$ cat src/rtl/serial_adder_ctrl.sv
// Bit-serial add/subtract sequencer: one full_adder time-multiplexed over WIDTH cycles, LSB first.
// Operands enter through a valid/ready handshake; the result and flags leave through another.

module full_adder (
    input  logic a,
    input  logic b,
    input  logic ci,
    output logic s,
    output logic co
);
    assign s  = a ^ b ^ ci;
    assign co = (a & b) | (ci & (a ^ b));
endmodule

module serial_adder_ctrl #(
    parameter  int unsigned WIDTH = 8,
    localparam int unsigned CW    = $clog2(WIDTH)
) (
    input  logic             clk,
    input  logic             rst_n,
    input  logic             in_valid,
    output logic             in_ready,
    input  logic [WIDTH-1:0] a,
    input  logic [WIDTH-1:0] b,
    input  logic             c_in,
    input  logic             sub,
    output logic             out_valid,
    input  logic             out_ready,
    output logic [WIDTH-1:0] sum,
    output logic             carry_out,
    output logic             overflow,
    output logic             busy
);

    typedef enum logic [1:0] {StIdle, StRun, StDone} state_e;

    state_e           state_q, state_d;
    logic [CW-1:0]    cnt_q, cnt_d;
    logic             carry_q, carry_d;
    logic [WIDTH-1:0] a_sh_q, a_sh_d;
    logic [WIDTH-1:0] b_sh_q, b_sh_d;
    logic [WIDTH-1:0] res_sh_q, res_sh_d;
    logic [WIDTH-1:0] sum_q, sum_d;
    logic             cout_q, cout_d;
    logic             ovf_q, ovf_d;
    logic             fa_s, fa_co;

    full_adder u_fa (
        .a  (a_sh_q[0]),
        .b  (b_sh_q[0]),
        .ci (carry_q),
        .s  (fa_s),
        .co (fa_co)
    );

    always_comb begin
        state_d  = state_q;
        cnt_d    = cnt_q;
        carry_d  = carry_q;
        a_sh_d   = a_sh_q;
        b_sh_d   = b_sh_q;
        res_sh_d = res_sh_q;
        sum_d    = sum_q;
        cout_d   = cout_q;
        ovf_d    = ovf_q;
        unique case (state_q)
            StIdle: begin
                if (in_valid) begin
                    a_sh_d  = a;
                    // Subtraction is A + ~B + 1: invert B and force the initial carry.
                    b_sh_d  = sub ? ~b : b;
                    carry_d = sub | c_in;
                    cnt_d   = '0;
                    state_d = StRun;
                end
            end
            StRun: begin
                a_sh_d   = a_sh_q >> 1;
                b_sh_d   = b_sh_q >> 1;
                res_sh_d = {fa_s, res_sh_q[WIDTH-1:1]};
                carry_d  = fa_co;
                cnt_d    = cnt_q + 1'b1;
                if (cnt_q == CW'(WIDTH - 1)) begin
                    // carry_q here is the carry into the MSB.
                    sum_d   = {fa_s, res_sh_q[WIDTH-1:1]};
                    cout_d  = fa_co;
                    ovf_d   = fa_co ^ carry_q;
                    state_d = StDone;
                end
            end
            StDone: begin
                if (out_ready) begin
                    state_d = StIdle;
                end
            end
            default: state_d = StIdle;
        endcase
    end

    always_ff @(posedge clk or negedge rst_n) begin
        if (!rst_n) begin
            state_q  <= StIdle;
            cnt_q    <= '0;
            carry_q  <= 1'b0;
            a_sh_q   <= '0;
            b_sh_q   <= '0;
            res_sh_q <= '0;
            sum_q    <= '0;
            cout_q   <= 1'b0;
            ovf_q    <= 1'b0;
        end else begin
            state_q  <= state_d;
            cnt_q    <= cnt_d;
            carry_q  <= carry_d;
            a_sh_q   <= a_sh_d;
            b_sh_q   <= b_sh_d;
            res_sh_q <= res_sh_d;
            sum_q    <= sum_d;
            cout_q   <= cout_d;
            ovf_q    <= ovf_d;
        end
    end

    assign in_ready  = (state_q == StIdle);
    assign busy      = (state_q == StRun);
    assign out_valid = (state_q == StDone);
    assign sum       = sum_q;
    assign carry_out = cout_q;
    assign overflow  = ovf_q;

endmodule

$ cat config.mk
export PLATFORM = sky130hd
export DESIGN_NAME = serial_adder_ctrl
export DESIGN_NICKNAME = d
export VERILOG_FILES = /design/src/rtl/serial_adder_ctrl.sv
export SDC_FILE = /design/constraint.sdc
export NUM_CORES = 1
export LEC_CHECK = 0
export BUFFER_PORTS_ARGS = -buffer_cell sky130_fd_sc_hd__buf_2
export CAP_MARGIN = 30
export CORE_ASPECT_RATIO = 1.4
export CORE_UTILIZATION = 30
export CTS_CLUSTER_DIAMETER = 150
export DETAILED_ROUTE_END_ITERATION = 7
export PLACE_DENSITY_LB_ADDON = 0.2
export SYNTH_ARGS = -nofsm -noshare
export SYNTH_HDL_FRONTEND = slang
export SYNTH_SLANG_ARGS = --single-unit
$ cat constraint.sdc
create_clock -name clk -period 2.8 [get_ports clk]
set_input_delay 0.28 -clock clk [delete_from_list [all_inputs] [get_ports clk]]
set_output_delay 0.28 -clock clk [all_outputs]
set_load 0.05 [all_outputs]
* Word-level counts from Yosys, hierarchy flattened
Index checks and enable logic that the tools add are counted.
** Storage, ports and cells
- Latch bits :: 0
- Input bits :: 22
- Memories :: 0
- ROM bits :: 0
- Word-level logic and storage cells :: 42
- Flip-flop bits (word level) :: 40
- Memory bits (writable) :: 0
** Cells by class
- Reductions and logical operators :: 5
- Div/mod/pow operators :: 0
- $mul :: 0
- Mux-type cells :: 13
- Shift operators :: 0
- Bitwise operators :: 8
- Equality and inequality tests :: 6
- Add/subtract/negate cells :: 1
- Magnitude comparators :: 0
** Operators with widths (count)
- one-hot mux 8 bit (2 select lines) :: 2
- 2-to-1 mux 8 bit :: 3
- NOT 8 bit :: 1
- 2-to-1 mux 2 bit :: 3
- one-hot mux 2 bit (3 select lines) :: 1
- one-hot mux 3 bit (2 select lines) :: 1
- != test 2 x 1 -> 1 bit (second input constant) :: 2
- AND reduction 2 bit :: 2
- adder 3 x 1 -> 3 bit (second input constant) :: 1
- equality test 3 bit (second input constant) :: 1
- 2-to-1 mux 3 bit :: 1
- AND reduction 3 bit :: 1
- bitwise XOR 1 bit :: 3
- AND 1 bit :: 2
- equality test 2 x 1 -> 1 bit (second input constant) :: 1
- equality test 2 bit (second input constant) :: 1
- logical NOT 2 bit :: 1
- != test 2 bit (second input constant) :: 1
- OR 1 bit :: 2
- one-hot mux 1 bit (2 select lines) :: 1
- nonzero test 2 bit :: 1
- 2-to-1 mux 1 bit :: 1

* Logic depth before layout (Yosys ltp)
- Depth in word-level cells :: 4
- Depth in mapped cells :: 6
- Depth with buffers taken out :: 5

* By module
A second synthesis with hierarchy kept.
** Second synthesis, totals
- Cell total of the unflattened synthesis :: 155
- Area, all modules :: 1735.4 um^2
** Modules (own cells, without submodules)
- serial_adder_ctrl :: cells an instance 154, area each 1715.4 um^2, seq. area each 975.9 um^2, instances 1
- full_adder :: cells an instance 1, area each 20.0 um^2, seq. area each 0.0 um^2, instances 1

* Least setup slack after synthesis
No wires, ideal clock.
- Kind :: reg-to-reg
- Start :: register state_q[1]
- End :: register a_sh_q[7]
- Clock period less this slack :: 1.592 ns
- Library setup time :: 0.070 ns
- Cell stages (with the launch flop) :: 4
- Arrival :: 1.523 ns
- Setup slack :: 1.208 ns
- Path through :: dfrtp_1 > clkbuf_1 > nor2_1 > a32o_1
** Between the ends
- Word-level cells in the longest chain between the ends :: 3
- Elaborated cells between the ends (all ways) :: 6
- Classes of those cells :: 2 x eq/ne; 1 x mux; 3 x reduce/logical
** RTL lines
- from (decl) :: RTL line 37 : state_e state_q, state_d;
- from (signal assigned) :: RTL line 102 : state_q <= StIdle;
- from (signal assigned) :: RTL line 112 : state_q <= state_d;
- logical NOT 2 bit *
- named net in_ready :: RTL line 22 : output logic in_ready,
- != test 2 bit (no source line) or nonzero test 2 bit (tied branches)
- AND reduction 2 bit (no source line)
- to (signal assigned) :: RTL line 115 : a_sh_q <= a_sh_d;
- to (decl) :: RTL line 40 : logic [WIDTH-1:0] a_sh_q, a_sh_d;
Mark *: on every way through the listed nets, which the timed path passes. The rest lies on a longest branch.
A chain may end at the register's enable or synchronous reset.

* Final worst setup path
- Start :: register state_q[0]
- End :: output port busy
** Between the ends
- Word-level cells in the longest chain between the ends :: 1
** RTL lines
- equality test 2 x 1 -> 1 bit :: RTL line 125 : assign busy = (state_q == StRun);
- to (decl) :: RTL line 32 : output logic busy
No other way between the ends.

==> flow_results.xml <==
<?xml version="1.0" encoding="UTF-8"?>
<metrics>
  <group name="synthesis">
    <metric name="ys_seq_area_frac" unit="">0.576</metric>
    <metric name="yosys.area.top_type" unit="">dfrtp_1</metric>
    <metric name="synth-async-reset-ratio" unit="">1.00</metric>
    <metric name="synthesis.instances" unit="">152</metric>
    <metric name="synthesis.nets" unit="">177</metric>
    <metric name="synth.distinct_cells" unit="">27</metric>
    <metric name="synth-seq-cells" unit="">39</metric>
    <metric name="number_of_flops_mapped_to_enable_cells_by_yosys" unit="">0</metric>
    <metric name="yosys.area.top_type_share" unit="">0.576</metric>
    <metric name="cell_with_the_most_instances_after_synthesis" unit="">dfrtp_1</metric>
    <metric name="per_instance_average_area_after_synthesis" unit="um^2">11.1</metric>
    <metric name="synthesis.area" unit="um^2">1690</metric>
    <metric name="synth_common_cells" unit="">dfrtp_1 (39), nand2_1 (32), o21ai_0 (11), mux2_2 (9), xnor2_1 (9)</metric>
    <metric name="synth.area.top_cells" unit="">dfrtp_1 (58%), nand2_1 (7.1%), mux2_2 (6.0%)</metric>
    <metric name="ys.warnings.count" unit="">0</metric>
    <metric name="yosys_most_used_dff" unit="">dfrtp_1</metric>
  </group>
  <group name="cts">
    <metric name="h_tree_depth" unit="">2</metric>
    <metric name="tritoncts" unit="">done</metric>
    <metric name="clkSinkCount" unit="">39</metric>
    <metric name="cts.clk_slew.worst_paths" unit="ns">0.07</metric>
    <metric name="root_buf_cell" unit="">clkbuf_8</metric>
    <metric name="holdBufCountCts" unit="">0</metric>
    <metric name="cts_setup_buffers" unit="">0</metric>
    <metric name="worstSkewPairLatency" unit="ns">0.29</metric>
    <metric name="cts_buffer_count" unit="">5</metric>
    <metric name="cts-root-to-sink-buffers" unit="">2</metric>
    <metric name="post_cts_resized" unit="">0</metric>
  </group>
  <group name="sta">
    <metric name="final_max_slew_viol_count" unit="">0</metric>
    <metric name="timing.final.hold_violations" unit="">0</metric>
    <metric name="fmaxAchievable" unit="MHz">457</metric>
    <metric name="worst-slew-pin-transition" unit="ns">0.841</metric>
    <metric name="relSlewSlack" unit="">0.440</metric>
    <metric name="tns" unit="ns">0</metric>
    <metric name="rsz0062_at_grt" unit="">no</metric>
    <metric name="timing.final.crit_period" unit="ns">2.19</metric>
    <metric name="final-setup-viol-count" unit="">0</metric>
    <metric name="part_of_the_cycle_the_worst_path_needs" unit="">0.782</metric>
    <metric name="skew" unit="ns">0.00578</metric>
  </group>
  <group name="routing">
    <metric name="final_antenna_net_count" unit="">0</metric>
    <metric name="overall_via_count_from_detail_route" unit="">1202</metric>
    <metric name="drtIter0Drc" unit="">70</metric>
    <metric name="wirelength" unit="um">3120</metric>
    <metric name="drt_pre_antenna_iters" unit="">4</metric>
    <metric name="routed_via_density" unit="">4.75</metric>
    <metric name="residual_drc_count" unit="">0</metric>
    <metric name="mean_routed_wirelength_per_cell" unit="um">12.3</metric>
  </group>
  <group name="power">
    <metric name="power.density_cell_area" unit="nW/um^2">1140</metric>
    <metric name="cellLeakagePower" unit="nW">0.970</metric>
    <metric name="worst_ir_drop_vdd" unit="uV">319</metric>
  </group>
  <group name="run_status">
    <metric name="run_status" unit="">finished, final reports clean</metric>
  </group>
  <group name="global_routing">
    <metric name="wire_length_of_the_first_global_routing_pass" unit="um">5520</metric>
    <metric name="antenna_violations_before_repair" unit="">0</metric>
    <metric name="grt_max_degree" unit="">40</metric>
    <metric name="grt_pass1_vias" unit="">1253</metric>
    <metric name="grt_overflow_total" unit="">0</metric>
    <metric name="gr-usage-all-layers" unit="">0.121</metric>
  </group>
  <group name="layout">
    <metric name="area_growth" unit="%">19.1</metric>
    <metric name="drive_gt1_frac" unit="">0.286</metric>
    <metric name="filler_cell_count" unit="">561</metric>
    <metric name="fin_nets" unit="">209</metric>
    <metric name="antennaDiodeCount" unit="">0</metric>
    <metric name="finalCoreUtilization" unit="">0.368</metric>
  </group>
  <group name="critical_path">
    <metric name="worstPathMaxFanout" unit="">17</metric>
    <metric name="worst-r2r-cell-count" unit="">2</metric>
    <metric name="rr_endpoint" unit="">sum[2]</metric>
    <metric name="cp.required" unit="ns">2.52</metric>
    <metric name="critical_path.endpoint_type" unit="">primary output</metric>
    <metric name="register_to_register_setup_slack" unit="ns">1.08</metric>
    <metric name="crit_arrival" unit="ns">1.91</metric>
    <metric name="setup.worst_path.start_class" unit="">flip-flop</metric>
    <metric name="r2r_startpoint" unit="">state_q[0]</metric>
    <metric name="timing.setup.critical_path_class" unit="">reg -&gt; out</metric>
  </group>
  <group name="hold_path">
    <metric name="worst_hold_path_type" unit="">in -&gt; async</metric>
  </group>
  <group name="placement">
    <metric name="portBuffers" unit="">34</metric>
    <metric name="place.detailed.hpwl" unit="um">2270</metric>
    <metric name="gp_congestion" unit="">0.717</metric>
  </group>
  <group name="floorplan">
    <metric name="row_count" unit="">32</metric>
    <metric name="io_pins" unit="">35</metric>
    <metric name="design.die.area" unit="um^2">5960</metric>
    <metric name="initial_utilization" unit="">0.309</metric>
    <metric name="die_height" unit="um">90.9</metric>
    <metric name="core_area" unit="um^2">5490</metric>
    <metric name="dieWidth" unit="um">65.5</metric>
  </group>
  <group name="run">
    <metric name="max-cap-violations" unit="">0</metric>
  </group>
</metrics>
kinds of logic after synthesis:
| logic type | share of synthesized area |
|---|---|
| AO/OA/AOI/OAI | 0.134 |
| AND/OR/NAND/NOR | 0.121 |
| flip-flops | 0.576 |
| adder cells (fa/ha/maj) | 0.0266 |
| XOR/XNOR | 0.0465 |
| buffers and inverters | 0.0354 |
| multiplexers | 0.0598 |
through the flow:
step	area (um^2)	worst slack [ns]	instances	power (mW)	hold WS [ns]
after floorplan	1690	1.21	152	1.67	-0.0156
after global placement	1900	0.947	245	1.85	0.439
after detailed placement	1900	0.890	245	1.88	0.439
after CTS	2020	0.571	253	2.35	0.126
after global routing	2020	0.396	253	2.49	0.179
final	2020	0.612	253	2.31	0.0960
worst max path at each step:
stage / from / endpoint / slack [ns]
after floorplan: state_q[1] / a_sh_q[7] / 1.21
after global placement: state_q[0] / busy / 0.95
after detailed placement: state_q[0] / busy / 0.89
after CTS: state_q[0] / busy / 0.57
after global routing: state_q[0] / busy / 0.40
final: state_q[0] / busy / 0.61
critical path: stages, from the launching register on:
cell and delay [ns]:
dfrtp_1 0.65, nand2b_1 0.32, inv_2 0.33, buf_2 0.33
layout make-up:
type | instances | area [um^2] | area share
multi-input cells | 101 | 658 | 0.326
flip-flops and latches | 39 | 976 | 0.484
clock inverters | 3 | 43.8 | 0.0217
repair buffers | 35 | 178 | 0.0881
clock buffers | 5 | 68.8 | 0.0341
well taps | 68 | 85.1 | 0.0422
inverters | 2 | 7.51 | 0.00372
sequential cells by signal (all words and copies together) (netlist names), 2 cells and up:
name and cells:
cnt_q 3, sum 8, res_sh_q 7, b_sh_q 8, state_q 2, a_sh_q 8
power breakdown:
| group | internal [mW] | switching (mW) |
|---|---|---|
| Clock | 0.265 | 0.193 |
| Sequential | 0.796 | 0.163 |
| Combinational | 0.320 | 0.572 |
cell usage in the layout (no fill, tap or decap), drive strengths merged, types with 5 or more instances in the layout:
cell type,netlist,layout
nand2,32,32
mux2,9,9
a22oi,7,7
buf,8,35
xnor2,9,9
nor2,8,8
dfrtp,39,39
clkbuf,2,5
a221o,6,6
o21ai,11,11
metal layers:
metal / track usage / vias to the layer above / wire, um
li1: - / 587 / -
met5: 0 / - / 0
met1: 0.147 / 574 / 1410
met3: 0.0366 / 6 / 143
met4: 0.0562 / 0 / 63
met2: 0.192 / 35 / 1510
(Power assumes the default switching activity.)
